**src/rtl/motor_pwm_ramp.sv**
```systemverilog
// motor_pwm_ramp
//   Multi-channel PWM motor driver with soft start. Each channel latches an
//   ADC setpoint code on the update strobe and expands it to a CNT_W-bit
//   target. At every PWM period boundary the applied duty moves toward that
//   target. The PWM output is a registered compare of the shared period
//   counter against the applied duty.
//
//   Optional feature macro: MOTOR_RAMP_EN
//     defined     : duty slews by at most RAMP_STEP per period (RAMP_UP/RAMP_DN states)
//     not defined : duty loads the target directly at the next boundary, ramping = 0
//
// Parameters
//   CHANNELS  number of independent channels (>=1)
//   IN_W      setpoint code width per channel
//   CNT_W     PWM resolution (CNT_W >= IN_W), period = 2^CNT_W-1 counts
//   PRESCALE  clock cycles per PWM count (>=1)
//   RAMP_STEP maximum duty change per period (>=1, ramp build only)
//
// Ports
//   clock_100Mhz  in   system clock, rising edge
//   reset         in   synchronous, active-low reset
//   activate      in   global enable, low forces all outputs off
//   actualizar    in   one-cycle strobe, latches setpoint into all targets
//   setpoint      in   channel i code at [i*IN_W +: IN_W]
//   pwm           out  PWM output per channel
//   duty          out  applied duty, channel i at [i*CNT_W +: CNT_W]
//   ramping       out  channel is slewing toward its target
//   period_start  out  one-cycle pulse after each period boundary

module motor_pwm_ramp #(
  parameter int CHANNELS  = 2,
  parameter int IN_W      = 4,
  parameter int CNT_W     = 8,
  parameter int PRESCALE  = 392,
  parameter int RAMP_STEP = 1
) (
  input  logic                      clock_100Mhz,
  input  logic                      reset,
  input  logic                      activate,
  input  logic                      actualizar,
  input  logic [CHANNELS*IN_W-1:0]  setpoint,
  output logic [CHANNELS-1:0]       pwm,
  output logic [CHANNELS*CNT_W-1:0] duty,
  output logic [CHANNELS-1:0]       ramping,
  output logic                      period_start
);

  localparam int PS_W = (PRESCALE > 1) ? $clog2(PRESCALE) : 1;
  localparam logic [PS_W-1:0]  PS_LAST  = PS_W'(PRESCALE - 1);
  // Last count of a period is MAX-1 = 2^CNT_W - 2, i.e. all ones but the LSB.
  localparam logic [CNT_W-1:0] CNT_LAST = ~(CNT_W'(1));

`ifdef MOTOR_RAMP_EN
  localparam longint MAX_V = (longint'(1) << CNT_W) - 1;
  // A step larger than the full scale behaves like a full-scale step; the
  // clamp keeps the CNT_W+1 bit ramp arithmetic from wrapping.
  localparam logic [CNT_W:0] STEP =
    (CNT_W+1)'((longint'(RAMP_STEP) > MAX_V) ? MAX_V : longint'(RAMP_STEP));

  typedef enum logic [1:0] {
    S_IDLE    = 2'd0,
    S_HOLD    = 2'd1,
    S_RAMP_UP = 2'd2,
    S_RAMP_DN = 2'd3
  } state_t;
`else
  typedef enum logic [1:0] {
    S_IDLE = 2'd0,
    S_HOLD = 2'd1
  } state_t;
`endif

  logic [PS_W-1:0]  presc_q, presc_d;
  logic [CNT_W-1:0] cnt_q, cnt_d;
  logic             period_start_q, period_start_d;
  logic             tick, boundary;

  logic [CNT_W-1:0] target_q [CHANNELS];
  logic [CNT_W-1:0] target_d [CHANNELS];
  logic [CNT_W-1:0] duty_q   [CHANNELS];
  logic [CNT_W-1:0] duty_d   [CHANNELS];
  state_t           state_q  [CHANNELS];
  state_t           state_d  [CHANNELS];
  logic [CHANNELS-1:0] pwm_q, pwm_d;

  // Expand a setpoint code by repeating its bits MSB-first across the duty
  // width, so full-scale code maps to full-scale duty (4'hF -> 8'hFF).
  function automatic logic [CNT_W-1:0] expand_code(input logic [IN_W-1:0] code);
    logic [CNT_W-1:0] r;
    r = '0;
    for (int j = 0; j < CNT_W; j++) begin
      r[CNT_W-1-j] = code[IN_W-1-(j % IN_W)];
    end
    return r;
  endfunction

`ifdef MOTOR_RAMP_EN
  // One slew step from cur toward tgt, saturating at the target so the
  // duty never overshoots, underflows below 0 or wraps past MAX.
  function automatic logic [CNT_W-1:0] step_toward(input logic [CNT_W-1:0] cur,
                                                   input logic [CNT_W-1:0] tgt);
    logic [CNT_W:0] d;
    logic [CNT_W:0] t;
    logic [CNT_W:0] r;
    d = {1'b0, cur};
    t = {1'b0, tgt};
    if (d < t) begin
      r = d + STEP;
      if (r > t) r = t;
    end else if (d < t + STEP) begin
      r = t;
    end else begin
      r = d - STEP;
    end
    return r[CNT_W-1:0];
  endfunction
`endif

  // Shared timebase: prescaler produces count ticks, the period counter
  // wraps at MAX-1, and that wrap tick is the period boundary.
  always_comb begin
    tick           = (presc_q == PS_LAST);
    boundary       = tick && (cnt_q == CNT_LAST);
    presc_d        = tick ? '0 : presc_q + 1'b1;
    cnt_d          = cnt_q;
    if (tick) begin
      cnt_d = (cnt_q == CNT_LAST) ? '0 : cnt_q + 1'b1;
    end
    period_start_d = boundary;
  end

  // Per-channel next state. Duty only moves at a boundary, so each PWM
  // period is drawn with a single duty value and no runt pulses appear.
  // Dropping activate bypasses the boundary and idles the channel at once.
  always_comb begin
    for (int i = 0; i < CHANNELS; i++) begin
      target_d[i] = target_q[i];
      duty_d[i]   = duty_q[i];
      state_d[i]  = state_q[i];
      pwm_d[i]    = activate && (cnt_q < duty_q[i]);

      if (activate && actualizar) begin
        target_d[i] = expand_code(setpoint[i*IN_W +: IN_W]);
      end

      if (!activate) begin
        duty_d[i]  = '0;
        state_d[i] = S_IDLE;
      end else if (boundary) begin
`ifdef MOTOR_RAMP_EN
        // Leaving IDLE always starts from zero duty (soft start).
        if (state_q[i] == S_IDLE) begin
          duty_d[i] = step_toward('0, target_q[i]);
        end else begin
          duty_d[i] = step_toward(duty_q[i], target_q[i]);
        end
        if (duty_d[i] == target_q[i]) begin
          state_d[i] = S_HOLD;
        end else if (duty_d[i] < target_q[i]) begin
          state_d[i] = S_RAMP_UP;
        end else begin
          state_d[i] = S_RAMP_DN;
        end
`else
        if (state_q[i] == S_IDLE || duty_q[i] != target_q[i]) begin
          duty_d[i] = target_q[i];
        end
        state_d[i] = S_HOLD;
`endif
      end
    end
  end

  always_ff @(posedge clock_100Mhz) begin
    if (!reset) begin
      presc_q        <= '0;
      cnt_q          <= '0;
      period_start_q <= 1'b0;
      pwm_q          <= '0;
      for (int i = 0; i < CHANNELS; i++) begin
        target_q[i] <= '0;
        duty_q[i]   <= '0;
        state_q[i]  <= S_IDLE;
      end
    end else begin
      presc_q        <= presc_d;
      cnt_q          <= cnt_d;
      period_start_q <= period_start_d;
      pwm_q          <= pwm_d;
      for (int i = 0; i < CHANNELS; i++) begin
        target_q[i] <= target_d[i];
        duty_q[i]   <= duty_d[i];
        state_q[i]  <= state_d[i];
      end
    end
  end

  always_comb begin
    duty    = '0;
    ramping = '0;
    for (int i = 0; i < CHANNELS; i++) begin
      duty[i*CNT_W +: CNT_W] = duty_q[i];
`ifdef MOTOR_RAMP_EN
      ramping[i] = (state_q[i] == S_RAMP_UP) || (state_q[i] == S_RAMP_DN);
`endif
    end
  end

  assign pwm          = pwm_q;
  assign period_start = period_start_q;

endmodule
```
**config.mk**
```make
export PLATFORM = sky130hd
export DESIGN_NAME = motor_pwm_ramp
export DESIGN_NICKNAME = d
export VERILOG_FILES = /design/src/rtl/motor_pwm_ramp.sv
export SDC_FILE = /design/constraint.sdc
export NUM_CORES = 1
export LEC_CHECK = 0
export BUFFER_PORTS_ARGS = -buffer_cell sky130_fd_sc_hd__buf_2
export CAP_MARGIN = 10
export CORE_ASPECT_RATIO = 0.5
export CORE_MARGIN = 2
export CORE_UTILIZATION = 45
export DETAILED_ROUTE_END_ITERATION = 10
export GPL_ROUTABILITY_DRIVEN = 0
export PLACE_DENSITY = 0.78
export SYNTH_ARGS = -nofsm -noshare
export SYNTH_HDL_FRONTEND = slang
export SYNTH_SLANG_ARGS = --single-unit
```
**constraint.sdc**
```tcl
create_clock -name clock_100Mhz -period 2.75 [get_ports clock_100Mhz]
set_clock_uncertainty 0.2 [all_clocks]
set_input_delay 0.1375 -clock clock_100Mhz [delete_from_list [all_inputs] [get_ports clock_100Mhz]]
set_output_delay 0.1375 -clock clock_100Mhz [all_outputs]
set_load 0.01 [all_outputs]
```
# Word level (Yosys, flattened, before mapping)
# Memory sizes are Yosys's and may differ from the RTL's.
# Cells that the tools add are included.
# word_totals
out_inout_bits,21
mem_bits_rw,36
elab_cells,52
n_memories,3
regBits,20
in_bits,12
# classes
add_sub_neg,2
n_reduce_logical,9
eq_ne,4
n_mux,21
magnitude_cmp,2
n_bitwise,7
# memory_table
name,depth,width,read_ports,rd_ports_with_merged_regs,wr,line,text
duty_q,2,8,2,0,2,80,logic [CNT_W-1:0] duty_q [CHANNELS];
target_q,2,8,2,0,2,78,logic [CNT_W-1:0] target_q [CHANNELS];
state_q,2,2,2,0,2,82,state_t state_q [CHANNELS];
# ops
operator,count
2-to-1 mux 8 bit,13
less-than comparator 8 bit,2
inequality test 8 bit,2
2-to-1 mux 2 bit,6
adder 9 x 1 -> 9 bit (second input constant),1
equality test 9 bit (second input constant),1
adder 8 x 1 -> 8 bit (second input constant),1
equality test 8 bit (second input constant),1
bitwise OR 1 bit,6
logical AND 1 bit,4
zero test 2 bit,2
logical OR 1 bit,2
2-to-1 mux 1 bit,2
OR reduction 2 bit,1
NOT 1 bit,1

# Longest topological paths before layout
# An unclocked memory read counts as a cell.
# depth
ltp_word,7
ltp_mapped,8
depth_no_buf,7

# Worst setup path before layout
# No wires, ideal clock.
# synth_timing
kind,reg2reg
start,register presc_q[0]
end,memory duty_q[0][5]
synth_period_minus_slack_ps,1883
stages_incl_launch_ff,8
setup_slack_ps,867
path_buffers,1
arrival_time_ps,1555
setup_time_ps,128
t_required_ps,2422
path_cell_list,dfxtp_1 -> ha_1 -> nand4bb_1 -> nor4_2 -> buf_4 -> o41ai_1 -> mux2i_1 -> nor2_1
# synth_lines
item,line,text
from (decl),73,"logic [PS_W-1:0] presc_q, presc_d;"
from (signal assigned),186,presc_q <= presc_d;
to (decl),80,

==> summary.md <==
| Metric | Value |
|---|---|
| Yosys top cell by area | dfxtp_1 |
| Rows | 16 |
| Initial DRC count | a little under 100 |
| Layout area overhead | 18.48% |
| Post-synth top cells | 37 x dfxtp_1, 29 x nor2_1, 17 x ha_1, 17 x nand3_1, 15 x nand2_1 |
| Pre-antenna DRT Iters | 4 |
| Critical path endpoint category | flop |
| Resize count post-CTS | 0 |
| Critical path type | flop to flop |
| Peak VDD IR | 0.1732 mV |
| Synth async-reset ratio | 0 |
| Layout Cells excl Fill | 307 |
| Post-CTS Setup Repair Bufs | 0 |
| CP bufs+invs | 1 |
| Mapped cell area | between 0.0015 and 0.002 mm^2 |
| Endpoints failing setup | 0 |
| I/O pins | 33 |
| Core outline area | between 0.003 and 0.004 mm^2 |
| Outcome | complete, no violations |
| Fillers | ~320 |
| Syn_area_per_cell | between 8 and 9 um^2 |
| Worst r2r src | presc_q[0] |
| Number of global-route vias before repair | roughly 1500 |
| Number of distinct library cells after synthesis | 31 |
| Share of layout cells above drive strength 1 | 0.1621 |
| First-pass GRT wire length | approximately 6900 um |
| Period utilization | 0.7704 |
| Total Power | ~980 uW |
| Port buffer count | 30 |
| CTS tree | built |
| CTS Hold Bufs | 15 |
| Starting density of the core | 0.4793 |
| CP required | between 2 and 3 ns |
| Final min period | ~2.1 ns |
| Count leader, synth | dfxtp_1 |
| GRT Residual Overflow | 0 |
| CTS HTree Levels | 2 |
| Placed cells | about 280 |
| Cell Chain, Critical Path | ha_1 > nand4bb_1 > nor4_2 > buf_4 > o41ai_1 > mux2i_1 > nor2_1 |
| Clock transition at the registers of the reported paths | 0.07 ns |
| Die W | 96.12 um |
| Pin count of the biggest net entering global routing | 16 |
| CTS root buf | clkbuf_8 |
| FF+latch count, synth | 37 |
| RSZ-0062 raised after global routing | no |
| Routed WL | 4082 um |
| Vias/cell | 5.195 |
| Crit-path slowest cell | dfxtp_1 |
| Vias | 1595 |
| Seq/Total Area, Yosys | 0.3879 |
| DIE HEIGHT | roughly 50 um |
| Top delay family on crit path | simple AND/OR/NAND/NOR gates |
| Critical path origin | presc_q[0] |
| Max Slew Vio Count | 0 |
| Worst EP arrival | about 2.1 ns |
| Fmax | 472.0 MHz |
| CTS buffer count | 5 |
| Top_reg_cell synth | dfxtp_1 |
| Detail Route Antenna Nets | 0 |
| Pwr dens | 431.3 mW/mm^2 |
| Antenna violations before repair | 0 |
| Yosys warning count | 0 |
| Fin nets | about 280 |
| Post-synth top area share | 0.3879 |
| Setup_tns | 0 ns |
| Clock Latency Late Sink | about 0.29 ns |
| Clk buf depth | 2 |
| WL/cell | between 10 and 15 um |
| CP Max Fanout | 11 |
| Hold Path Class | input pin to flop |
| Post-synth EDFFs | 0 |
| Dpl hpwl | about 2700 um |
| Max-cap violations | 0 |
| ANT cells | 0 |
| Sink Count | 37 |
| Tot GR Track Use | 0.1901 |
| CP Launch Type | flop |
| Final hold slack | approximately 0.0076 ns |
| Final Hold Fails | 0 |
| Die ar. | between 0.004 and 0.005 mm^2 |
| Worst path max stage delay | ~0.40 ns |
| Hold path start | actualizar |
| Post-route DRC | 0 |
| Mapped Cells | about 210 |
| Leakage Power | slightly above 0.9 nW |
| Top post-synthesis cells by area | dfxtp_1 39%, ha_1 11%, nor2_1 5.7% |
metrics by stage:
stage | instance area, um^2 | util | setup WS (ns)
finish | 2262 | 0.5678 | 0.6314
global route | 2262 | 0.5678 | 0.4478
CTS | 2262 | 0.5678 | 0.6473
detailed placement | 2029 | 0.5094 | 0.6835
global placement | 2029 | 0.5094 | 0.7583
floorplan | 1913 | - | 0.8670
metal layers:
layer / vias to the layer above / GRT usage / part of all wire
met5: - / 0 / 0
met4: 0 / 0.06429 / 0.018
met3: 7 / 0.06116 / 0.048
met2: 35 / 0.3125 / 0.47
met1: 762 / 0.2347 / 0.46
li1: 791 / - / -
registers in the layout, summed over array words and instances, names as in the netlist:
register	cells
cnt_q	8
duty_q	8
period_start	1
presc_q	9
pwm	2
state_q	1
target_q	8
worst min-delay path, stage by stage:
cell and delay [ns]:
buf_2 0.15, nand3_1 0.09, a21boi_0 0.07
area by class of cell:
cell class / instances / area, um^2 / share of cell area
timing repair buffer: 46 / 307.8 / 0.1361
clock inverter: 2 / 10.01 / 0.004425
sequential: 37 / 740.7 / 0.3274
tap: 54 / 67.56 / 0.02987
inverter: 12 / 45.04 / 0.01991
clock buffer: 6 / 72.57 / 0.03208
multi-input combinational: 150 / 1018 / 0.4502
kinds of logic (layout without fill, tap and decap cells):
family	Yosys count	after routing	synth area share
XOR/XNOR	16	16	0.07339
AO/OA/AOI/OAI	23	23	0.07797
flip-flops	37	37	0.3879
multiplexers	8	8	0.04194
adder cells (fa/ha/maj)	17	17	0.1114
buffers and inverters	28	66	0.08060
AND/OR/NAND/NOR	84	84	0.2248
other	1	2	0.001964
layout by cell type (no fill, tap or decap), types with 2 or more instances in the layout:
cell            n
clkinv_2        2
a21boi_0       10
nand3_1        17
inv_1          12
conb_1          2
nor4_1          3
mux2i_1         8
dfxtp_1        37
and2_1          2
and3_1          3
nand4_1         6
nor2_1         29
dlygate4sd3_1  15
xor2_1         12
nand2_1        15
a211oi_1        2
xnor2_1         4
clkbuf_8        5
o21ai_0         5
buf_2          30
a21oi_1         5
ha_1           17
where the power goes:
| part | total (mW) | switching (mW) | internal [mW] |
|---|---|---|---|
| clock | 0.367 | 0.192 | 0.176 |
| combinational | 0.0552 | 0.0270 | 0.0282 |
| sequential | 0.553 | 0.00880 | 0.545 |
| total | 0.976 | 0.227 | 0.748 |
path summary, 6_finish.rpt:
check / end / slack (ns) / cells past startpoint
setup / recovery: duty_q[0][5] / 0.63 / 7
hold / removal: target_q[0][14] / 0.008 / 3
hold reg to reg: target_q[0][12] / 0.28 / 2
setup reg to reg: duty_q[0][5] / 0.63 / 7
(Power assumes the default switching activity.)
